### src/rtl/weight_preload_sequencer.sv
// Streams one ROWS x COLS weight matrix into the mesh preload port, then pulses
// start, times the compute window and pulses done.
`timescale 1ns/1ps
module weight_preload_sequencer #(
   parameter int DW         = 8,
   parameter int ROWS       = 16,
   parameter int COLS       = 16,
   parameter int ROW_W      = 4,
   parameter int COL_W      = 4,
   parameter int RUN_CYCLES = 40
) (
   input  logic                        clk,
   input  logic                        rst_n,
   input  logic                        load_req,
   input  logic                        w_valid,
   output logic                        w_ready,
   input  logic signed [DW-1:0]        w_data,
   output logic                        preload_valid,
   output logic [ROW_W+COL_W-1:0]      preload_addr,
   output logic signed [DW-1:0]        preload_data,
   output logic                        start,
   output logic                        busy,
   output logic                        done
);

   localparam int RUN_W = (RUN_CYCLES > 1) ? $clog2(RUN_CYCLES) : 1;
   localparam logic [ROW_W-1:0] ROW_LAST = ROW_W'(ROWS - 1);
   localparam logic [COL_W-1:0] COL_LAST = COL_W'(COLS - 1);
   localparam logic [RUN_W-1:0] RUN_LAST = RUN_W'(RUN_CYCLES - 1);

   typedef enum logic [1:0] {S_IDLE, S_LOAD, S_FIRE, S_RUN} state_t;

   state_t                     state_q, state_d;
   logic [ROW_W-1:0]           row_q, row_d;
   logic [COL_W-1:0]           col_q, col_d;
   logic [RUN_W-1:0]           run_q, run_d;
   logic                       pv_q, pv_d;
   logic [ROW_W+COL_W-1:0]     addr_q, addr_d;
   logic signed [DW-1:0]       data_q, data_d;
   logic                       start_q, start_d;
   logic                       done_q, done_d;
   logic                       hs;

   assign hs = (state_q == S_LOAD) && w_valid;

   always_comb begin
      state_d = state_q;
      row_d   = row_q;
      col_d   = col_q;
      run_d   = run_q;
      pv_d    = 1'b0;
      addr_d  = addr_q;
      data_d  = data_q;
      start_d = 1'b0;
      done_d  = 1'b0;
      unique case (state_q)
         S_IDLE: begin
            row_d = '0;
            col_d = '0;
            if (load_req) state_d = S_LOAD;
         end
         S_LOAD: begin
            if (hs) begin
               pv_d   = 1'b1;
               addr_d = {row_q, col_q};
               data_d = w_data;
               // Column wraps at COLS-1 so non-power-of-two widths stay gapless
               if (col_q == COL_LAST) begin
                  col_d = '0;
                  if (row_q == ROW_LAST) state_d = S_FIRE;
                  else                   row_d   = row_q + ROW_W'(1);
               end else begin
                  col_d = col_q + COL_W'(1);
               end
            end
         end
         S_FIRE: begin
            start_d = 1'b1;
            run_d   = '0;
            state_d = S_RUN;
         end
         S_RUN: begin
            if (run_q == RUN_LAST) begin
               done_d  = 1'b1;
               state_d = S_IDLE;
            end else begin
               run_d = run_q + RUN_W'(1);
            end
         end
         default: state_d = S_IDLE;
      endcase
   end

   always_ff @(posedge clk) begin
      if (!rst_n) begin
         state_q <= S_IDLE;
         row_q   <= '0;
         col_q   <= '0;
         run_q   <= '0;
         pv_q    <= 1'b0;
         addr_q  <= '0;
         data_q  <= '0;
         start_q <= 1'b0;
         done_q  <= 1'b0;
      end else begin
         state_q <= state_d;
         row_q   <= row_d;
         col_q   <= col_d;
         run_q   <= run_d;
         pv_q    <= pv_d;
         addr_q  <= addr_d;
         data_q  <= data_d;
         start_q <= start_d;
         done_q  <= done_d;
      end
   end

   assign w_ready       = (state_q == S_LOAD);
   assign busy          = (state_q != S_IDLE);
   assign preload_valid = pv_q;
   assign preload_addr  = addr_q;
   assign preload_data  = data_q;
   assign start         = start_q;
   assign done          = done_q;

endmodule

### config.mk
export PLATFORM = sky130hd
export DESIGN_NAME = weight_preload_sequencer
export DESIGN_NICKNAME = d
export VERILOG_FILES = /design/src/rtl/weight_preload_sequencer.sv
export SDC_FILE = /design/constraint.sdc
export NUM_CORES = 1
export LEC_CHECK = 0
export BUFFER_PORTS_ARGS = -buffer_cell sky130_fd_sc_hd__buf_2
export CAP_MARGIN = 20
export CORE_MARGIN = 1
export CORE_UTILIZATION = 55
export CTS_BUF_LIST = sky130_fd_sc_hd__clkbuf_8 sky130_fd_sc_hd__clkbuf_16
export CTS_CLUSTER_DIAMETER = 100
export DETAILED_ROUTE_END_ITERATION = 10
export HOLD_SLACK_MARGIN = 0.02
export PLACE_DENSITY_LB_ADDON = 0.2
export SETUP_SLACK_MARGIN = 0.4
export SYNTH_ARGS = -nofsm -noshare
export SYNTH_HDL_FRONTEND = slang
export SYNTH_SLANG_ARGS = --single-unit
export TNS_END_PERCENT = 100
### constraint.sdc
create_clock -name clk -period 2.4 [get_ports clk]
set_input_delay 0.48 -clock clk [delete_from_list [all_inputs] [get_ports clk]]
set_output_delay 0.48 -clock clk [all_outputs]
set_load 0.05 [all_outputs]
======== Word level (Yosys, flattened, before mapping) ========
Cells that the tools add are included.
cells by class
  add/subtract/negate cells ............... 3
  eq/ne operators ......................... 13
  mux-type cells .......................... 18
  reductions and logical operators ........ 12
operators by type and width
  cell                                                                    count
  4-bit two-way mux                                                       5
  4-bit one-hot mux with 2 select lines                                   2
  6-bit one-hot mux with 2 select lines                                   1
  2-bit two-way mux                                                       5
  2-bit AND reduction                                                     5
  4-bit by 1-bit adder with 4-bit output (second input constant)          2
  4-bit equality test (second input constant)                             2
  2-bit != test (second input constant)                                   4
  2-bit one-hot mux with 4 select lines                                   1
  6-bit by 1-bit adder with 6-bit output (second input constant)          1
  6-bit equality test (second input constant)                             1
  6-bit two-way mux                                                       1
  2-bit by 1-bit != test with 1-bit output (second input constant)        3
  2-bit nonzero test                                                      3
  5-bit AND reduction                                                     1
  2-bit equality test (second input constant)                             2
  4-bit AND reduction                                                     1
  1-bit two-way mux                                                       3
  2-bit by 1-bit equality test with 1-bit output (second input constant)  1
  2-bit zero test                                                         1
  1-bit logical AND                                                       1
word-level totals
  register bits after elaboration ......... 35
  bits of input ports ..................... 12
  output and inout bits ................... 21

======== Logic depth before layout (Yosys ltp) ========
  depth in word-level cells ............... 5
  mapped depth ............................ 7
  mapped depth without buffers ............ 6

======== Worst setup path before layout ========
OpenSTA, ideal clock, no wires.
  path kind ............................... register -> register
  start point ............................. register state_q[1]
  end point ............................... register row_q[1]
  arrival time ............................ 1.784 ns
  path slack .............................. 0.501 ns
  stages on the path, launching flop included .. 7
  buffers on the path ..................... 0
  clock period less this slack ............ 1.899 ns
  cell sequence ........................... dfxtp_1 > inv_1 > ha_1 > nand2_2 > or3_4 > mux2i_1 > and2_1
on the way
  cells in the longest elaborated chain, start to end .. 4
  elaborated cells between the ends (all ways) .. 9
  those cells by class .................... eq/ne: 4; mux: 1; reduce/logical: 4
ends and longest elaborated chain
  what                                                       RTL line  text
  from (decl)                                                33        state_t state_q, state_d;
  from (signal assigned)                                     106       state_q <= state_d;
  2-bit by 1-bit equality test with 1-bit output (*)         -
  via w_ready                                                16        output logic w_ready,
  1-bit logical AND                                          44        assign hs = (state_q == S_LOAD) && w_valid;
  2-bit by 1-bit != test with 1-bit output (no source line)  -
  4-bit AND reduction (no source line)                       -
  to (signal assigned)                                       107       row_q <= row_d;
  to (decl)                                                  34        logic [ROW_W-1:0] row_q, row_d;
Mark *: on every way through the listed nets, which the timed path passes. The rest lies on a longest branch.
A chain may end at the register's enable or synchronous reset.

======== Worst setup path in the final report ========
  start point ............................. register state_q[1]
  end point ............................... register row_q[3]
on the way
  cells in the longest elaborated chain, start to end .. 4
  elaborated cells between the ends (all ways) .. 9
  those cells by class .................... eq/ne: 4; mux: 1; reduce/logical: 4
ends and longest elaborated chain
  what                                                       RTL line
  2-bit by 1-bit equality test with 1-bit output             44, 56
  1-bit logical AND                                          44
  2-bit by 1-bit != test with 1-bit output (no source line)  -
  4-bit AND reduction (no source line)                       -
Several ways; a longest one is shown, not always the timed one.

==> results.md <==
Critical path:
- Traced cell by cell, the critical path runs through inv_1, ha_1, nand2_2, buf_4, nor4_1, xnor2_1, nor2_1.
- The kind of capture point of the worst setup path is a flip-flop.
- The category of the most critical setup path is reg2reg.
- The critical path data required time is 2.59 ns.
- For this run, the slowest stage of the critical path takes just under 0.4 ns.
- The master of the slowest instance on the critical path is sky130_fd_sc_hd__nor4_1.
- The worst setup path is launched from a flip-flop.
- The cell family contributing the most delay on the critical path is simple AND/OR/NAND/NOR gates.
- STA puts the critical path data arrival time at ~2.0 ns.
- The total buffers and inverters traversed by the critical path is 2.
- The worst register-to-register path begins at state_q[1]$_SDFFE_PN0P_.
- The most critical setup path has its startpoint at state_q[1]$_SDFFE_PN0P_.
- The largest fanout of any net on the critical path is 16.

Floorplanning:
- The row count is 19.
- In this run the horizontal extent of the chip is about 56 microns.
- The core region is 2730 sq um.
- The effective utilization at floorplan is 0.577.
- The die covers slightly above 3000 sq um.
- Pin placement for this block handled 33 I/O pins.
- The floorplan step set the die height to about 56 microns.

Synth:
- The number of nets in the synthesized netlist is 208.
- Counting flops and latches in the post-synthesis netlist gives 35.
- By area the synthesized netlist is led by sky130_fd_sc_hd__dfxtp_1 (44%), sky130_fd_sc_hd__nand2_1 (10%), sky130_fd_sc_hd__a21boi_0 (6.7%), sky130_fd_sc_hd__ha_1 (6.3%), sky130_fd_sc_hd__nand3_1 (3.5%).
- Of all cell types, the one taking the most synthesized area is sky130_fd_sc_hd__dfxtp_1.
- The count of warnings emitted by yosys is 0.
- The number of enable flip-flop cells after synthesis is 0.
- sky130_fd_sc_hd__nand2_1 is the most common cell in the netlist.
- The gate count of the mapped netlist is 188.
- Each instance of the synthesized netlist takes up on average approximately 8.4 sq um.
- The post-synthesis sequential area ratio is 0.444.
- After synthesis, the netlist uses 33 different library cells.
- The top-area cell type share of the netlist area is 0.444.
- Sorting the synthesized cells by how often they occur yields sky130_fd_sc_hd__nand2_1 (44), sky130_fd_sc_hd__dfxtp_1 (35), sky130_fd_sc_hd__a21boi_0 (14).
- Of all flip-flops after synthesis, the portion carrying an async set or reset was 0.
- Summing every instance area after synthesis gives 1580 sq um.
- The primary flip-flop cell chosen by synthesis mapping is sky130_fd_sc_hd__dfxtp_1.

Clocking:
- The CTS tree is built.
- The CTS sink count is 35.
- The number of buffers inserted by post-CTS setup repair is 0.
- The tree is rooted in a sky130_fd_sc_hd__clkbuf_8.
- The post-cts gate resize count is 0.
- At the later pin of the worst-skew pair, clock insertion delay measures between 0.2 and 0.3 ns.
- Clock tree synthesis inserted a total of 5 buffers.
- The clock-pin slew on the worst setup and hold paths is 0.08 ns.
- The number of buffers added to fix hold violations after cts is 0.
- The H-tree level count is 2.
- The longest clock path from root to sink contains 2 buffers.

GRT:
- Across every metal layer, demand over resource in global routing totals 0.223.
- Entering global routing, the biggest net connects 37 pins.
- The number of antenna violations at the first check in global routing came to 0.
- The number of global-route vias before repair came to roughly 1300.
- The residual overflow from global routing is 0.
- The global-route wire length before repair is around 5300 microns.

Layout:
- The net count of the finished layout is between 200 and 250.
- The total non-filler cell area in the finished layout is around 1900 sq um.
- The area growth from synthesis to layout is 19.4%.
- Of the cells placed in the final design, the portion with a size suffix greater than 1 is 0.200.
- The final non-filler cell total is 251.
- The antenna diode count is 0.

STA:
- The worst-case headroom to the max-slew limit is 0.578.
- The total setup violations reported at the end of the flow is 0.
- The smallest clock period supported by the final layout is computed as between 1.5 and 2 ns.
- The final count of hold timing violations was 0.
- The max-slew violation count is 0.
- In the finished design, the share of the clock period the worst path needs comes to 0.763.
- Derived from the worst setup path, the maximum achievable clock frequency is 546 MHz.
- Setup repair after global routing left no endpoint under its margin.
- The worst setup skew after layout is roughly 0.0057 ns.
- The final total negative setup slack is 0 ns.
- At the pin with the least slew margin, the transition time is approximately 0.63 ns.

Drt:
- In this run the remaining antenna-violating nets after routing total 0.
- After detailed routing, the number of vias per cell comes to 5.60.
- The length of the first detailed-routing pass in iterations is 4.
- The total vias in the final route is between 1000 and 1500.
- In the routed design, unresolved DRC markers number 0.
- The average wire per standard cell is 12.6 microns.
- For this block, the routed nets add up to about 3200 microns of wire.
- The detailed router finished its first iteration with 45 violations.

Placement:
- The final RePlAce weighted congestion is roughly 0.77.
- The number of buffers added on ports is 32.
- The HPWL after detailed placement is approximately 2200 microns.
- The post-place instance area is 1750 sq um.
- Including well taps, the total number of placed cells is roughly 240.

Hold path:
- The startpoint of the tightest hold check path is w_data[3].
- The class of the worst hold path is in2reg.

Power and ir drop:
- IR analysis of the VDD net gives a maximum drop of between 1000 and 1500 uV.
- In this run the power density over the cells is approximately 950 nW/um^2.
- For this design the static power due to leakage is about 0.79 nW.

Job:
- The count of maximum capacitance violations is 0.

Run status:
- The flow ran to the end, and the final reports show no timing, DRC or antenna violations.
[stage by stage]
step | total power (W) | setup WS, ns | util | hold slack (ns)
final | 0.00180 | 0.568 | 0.689 | 0.432
after global routing | 0.00188 | 0.441 | 0.689 | 0.436
after CTS | 0.00181 | 0.568 | 0.689 | 0.425
after detailed placement | 0.00118 | 0.578 | 0.639 | 0.446
after global placement | 0.00115 | 0.725 | 0.639 | 0.438
after floorplan | 0.00106 | 0.501 | - | 0.455
[cells in the final DEF, fill, tap and decap left out, types with 2 or more instances in the layout]
master | Yosys | layout
sky130_fd_sc_hd__a21boi_0 | 14 | 14
sky130_fd_sc_hd__a21boi_1 | 3 | 3
sky130_fd_sc_hd__a21oi_1 | 7 | 7
sky130_fd_sc_hd__and2_1 | 6 | 6
sky130_fd_sc_hd__and3_1 | 4 | 4
sky130_fd_sc_hd__buf_2 | 2 | 32
sky130_fd_sc_hd__bufinv_16 | 0 | 2
sky130_fd_sc_hd__clkbuf_8 | 0 | 5
sky130_fd_sc_hd__dfxtp_1 | 35 | 35
sky130_fd_sc_hd__ha_1 | 8 | 8
sky130_fd_sc_hd__inv_1 | 4 | 4
sky130_fd_sc_hd__mux2i_1 | 4 | 4
sky130_fd_sc_hd__nand2_1 | 44 | 44
sky130_fd_sc_hd__nand2b_1 | 2 | 2
sky130_fd_sc_hd__nand3_1 | 11 | 11
sky130_fd_sc_hd__nand4_1 | 2 | 2
sky130_fd_sc_hd__nor2_1 | 6 | 6
sky130_fd_sc_hd__nor3_1 | 4 | 4
sky130_fd_sc_hd__o21ai_0 | 10 | 10
[state kept, by name, indices dropped and copies added, names as in the netlist, 2 cells and up]
signal / cells
col_q: 4
preload_addr: 8
row_q: 4
preload_data: 8
run_q: 6
state_q: 2
[worst reg2reg max path, cell delays in order (launching register included)]
cell and delay, ns:
sky130_fd_sc_hd__dfxtp_1 0.34, sky130_fd_sc_hd__inv_1 0.10, sky130_fd_sc_hd__ha_1 0.29, sky130_fd_sc_hd__nand2_2 0.16, sky130_fd_sc_hd__buf_4 0.23, sky130_fd_sc_hd__nor4_1 0.39, sky130_fd_sc_hd__xnor2_1 0.17, sky130_fd_sc_hd__nor2_1 0.05
[cell type report]
cell class,count,area (sq um)
fill,234,850
timing repair buffer,33,168
multi-input combinational,140,826
clock buffer,5,68.8
inverter,4,15.0
sequential,35,701
clock inverter,3,67.6
tap,31,38.8
[per-layer routing]
layer / vias up / routed length [microns] / global-route usage
met4: 0 / 57 / 0.125
met1: 649 / 1390 / 0.247
met5: - / 0 / 0
li1: 710 / - / -
met2: 40 / 1560 / 0.368
met3: 6 / 152 / 0.0796
[worst paths after layout]
kind / end / slack (ns) / depth (start not counted)
max: row_q[3]$_SDFFE_PN0P_ / 0.57 / 7
min: preload_data[3]$_SDFFE_PN0P_ / 0.43 / 3
max reg2reg: row_q[3]$_SDFFE_PN0P_ / 0.57 / 7
min reg2reg: preload_addr[5]$_SDFFE_PN0P_ / 0.45 / 2
[cells by family (layout without fill, tap and decap cells)]
kind of cell             Yosys count  in the layout  share of synthesized area
buffers and inverters             13             45                     0.0325
AO/OA/AOI/OAI                     40             40                      0.165
AND/OR/NAND/NOR                   86             86                      0.259
multiplexers                       4              4                     0.0254
flip-flops                        35             35                      0.444
adder cells (fa/ha/maj)            8              8                     0.0634
XOR/XNOR                           2              2                     0.0111
[report_power, final]
group	leakage (nW)	switching, W	total, W	internal, W
Combinational	0.442	0.000370	0.000509	0.000139
Sequential	0.283	0.0000294	0.000653	0.000623
Clock	0.0644	0.000221	0.000635	0.000414
Power figures use the tool's default switching activity.
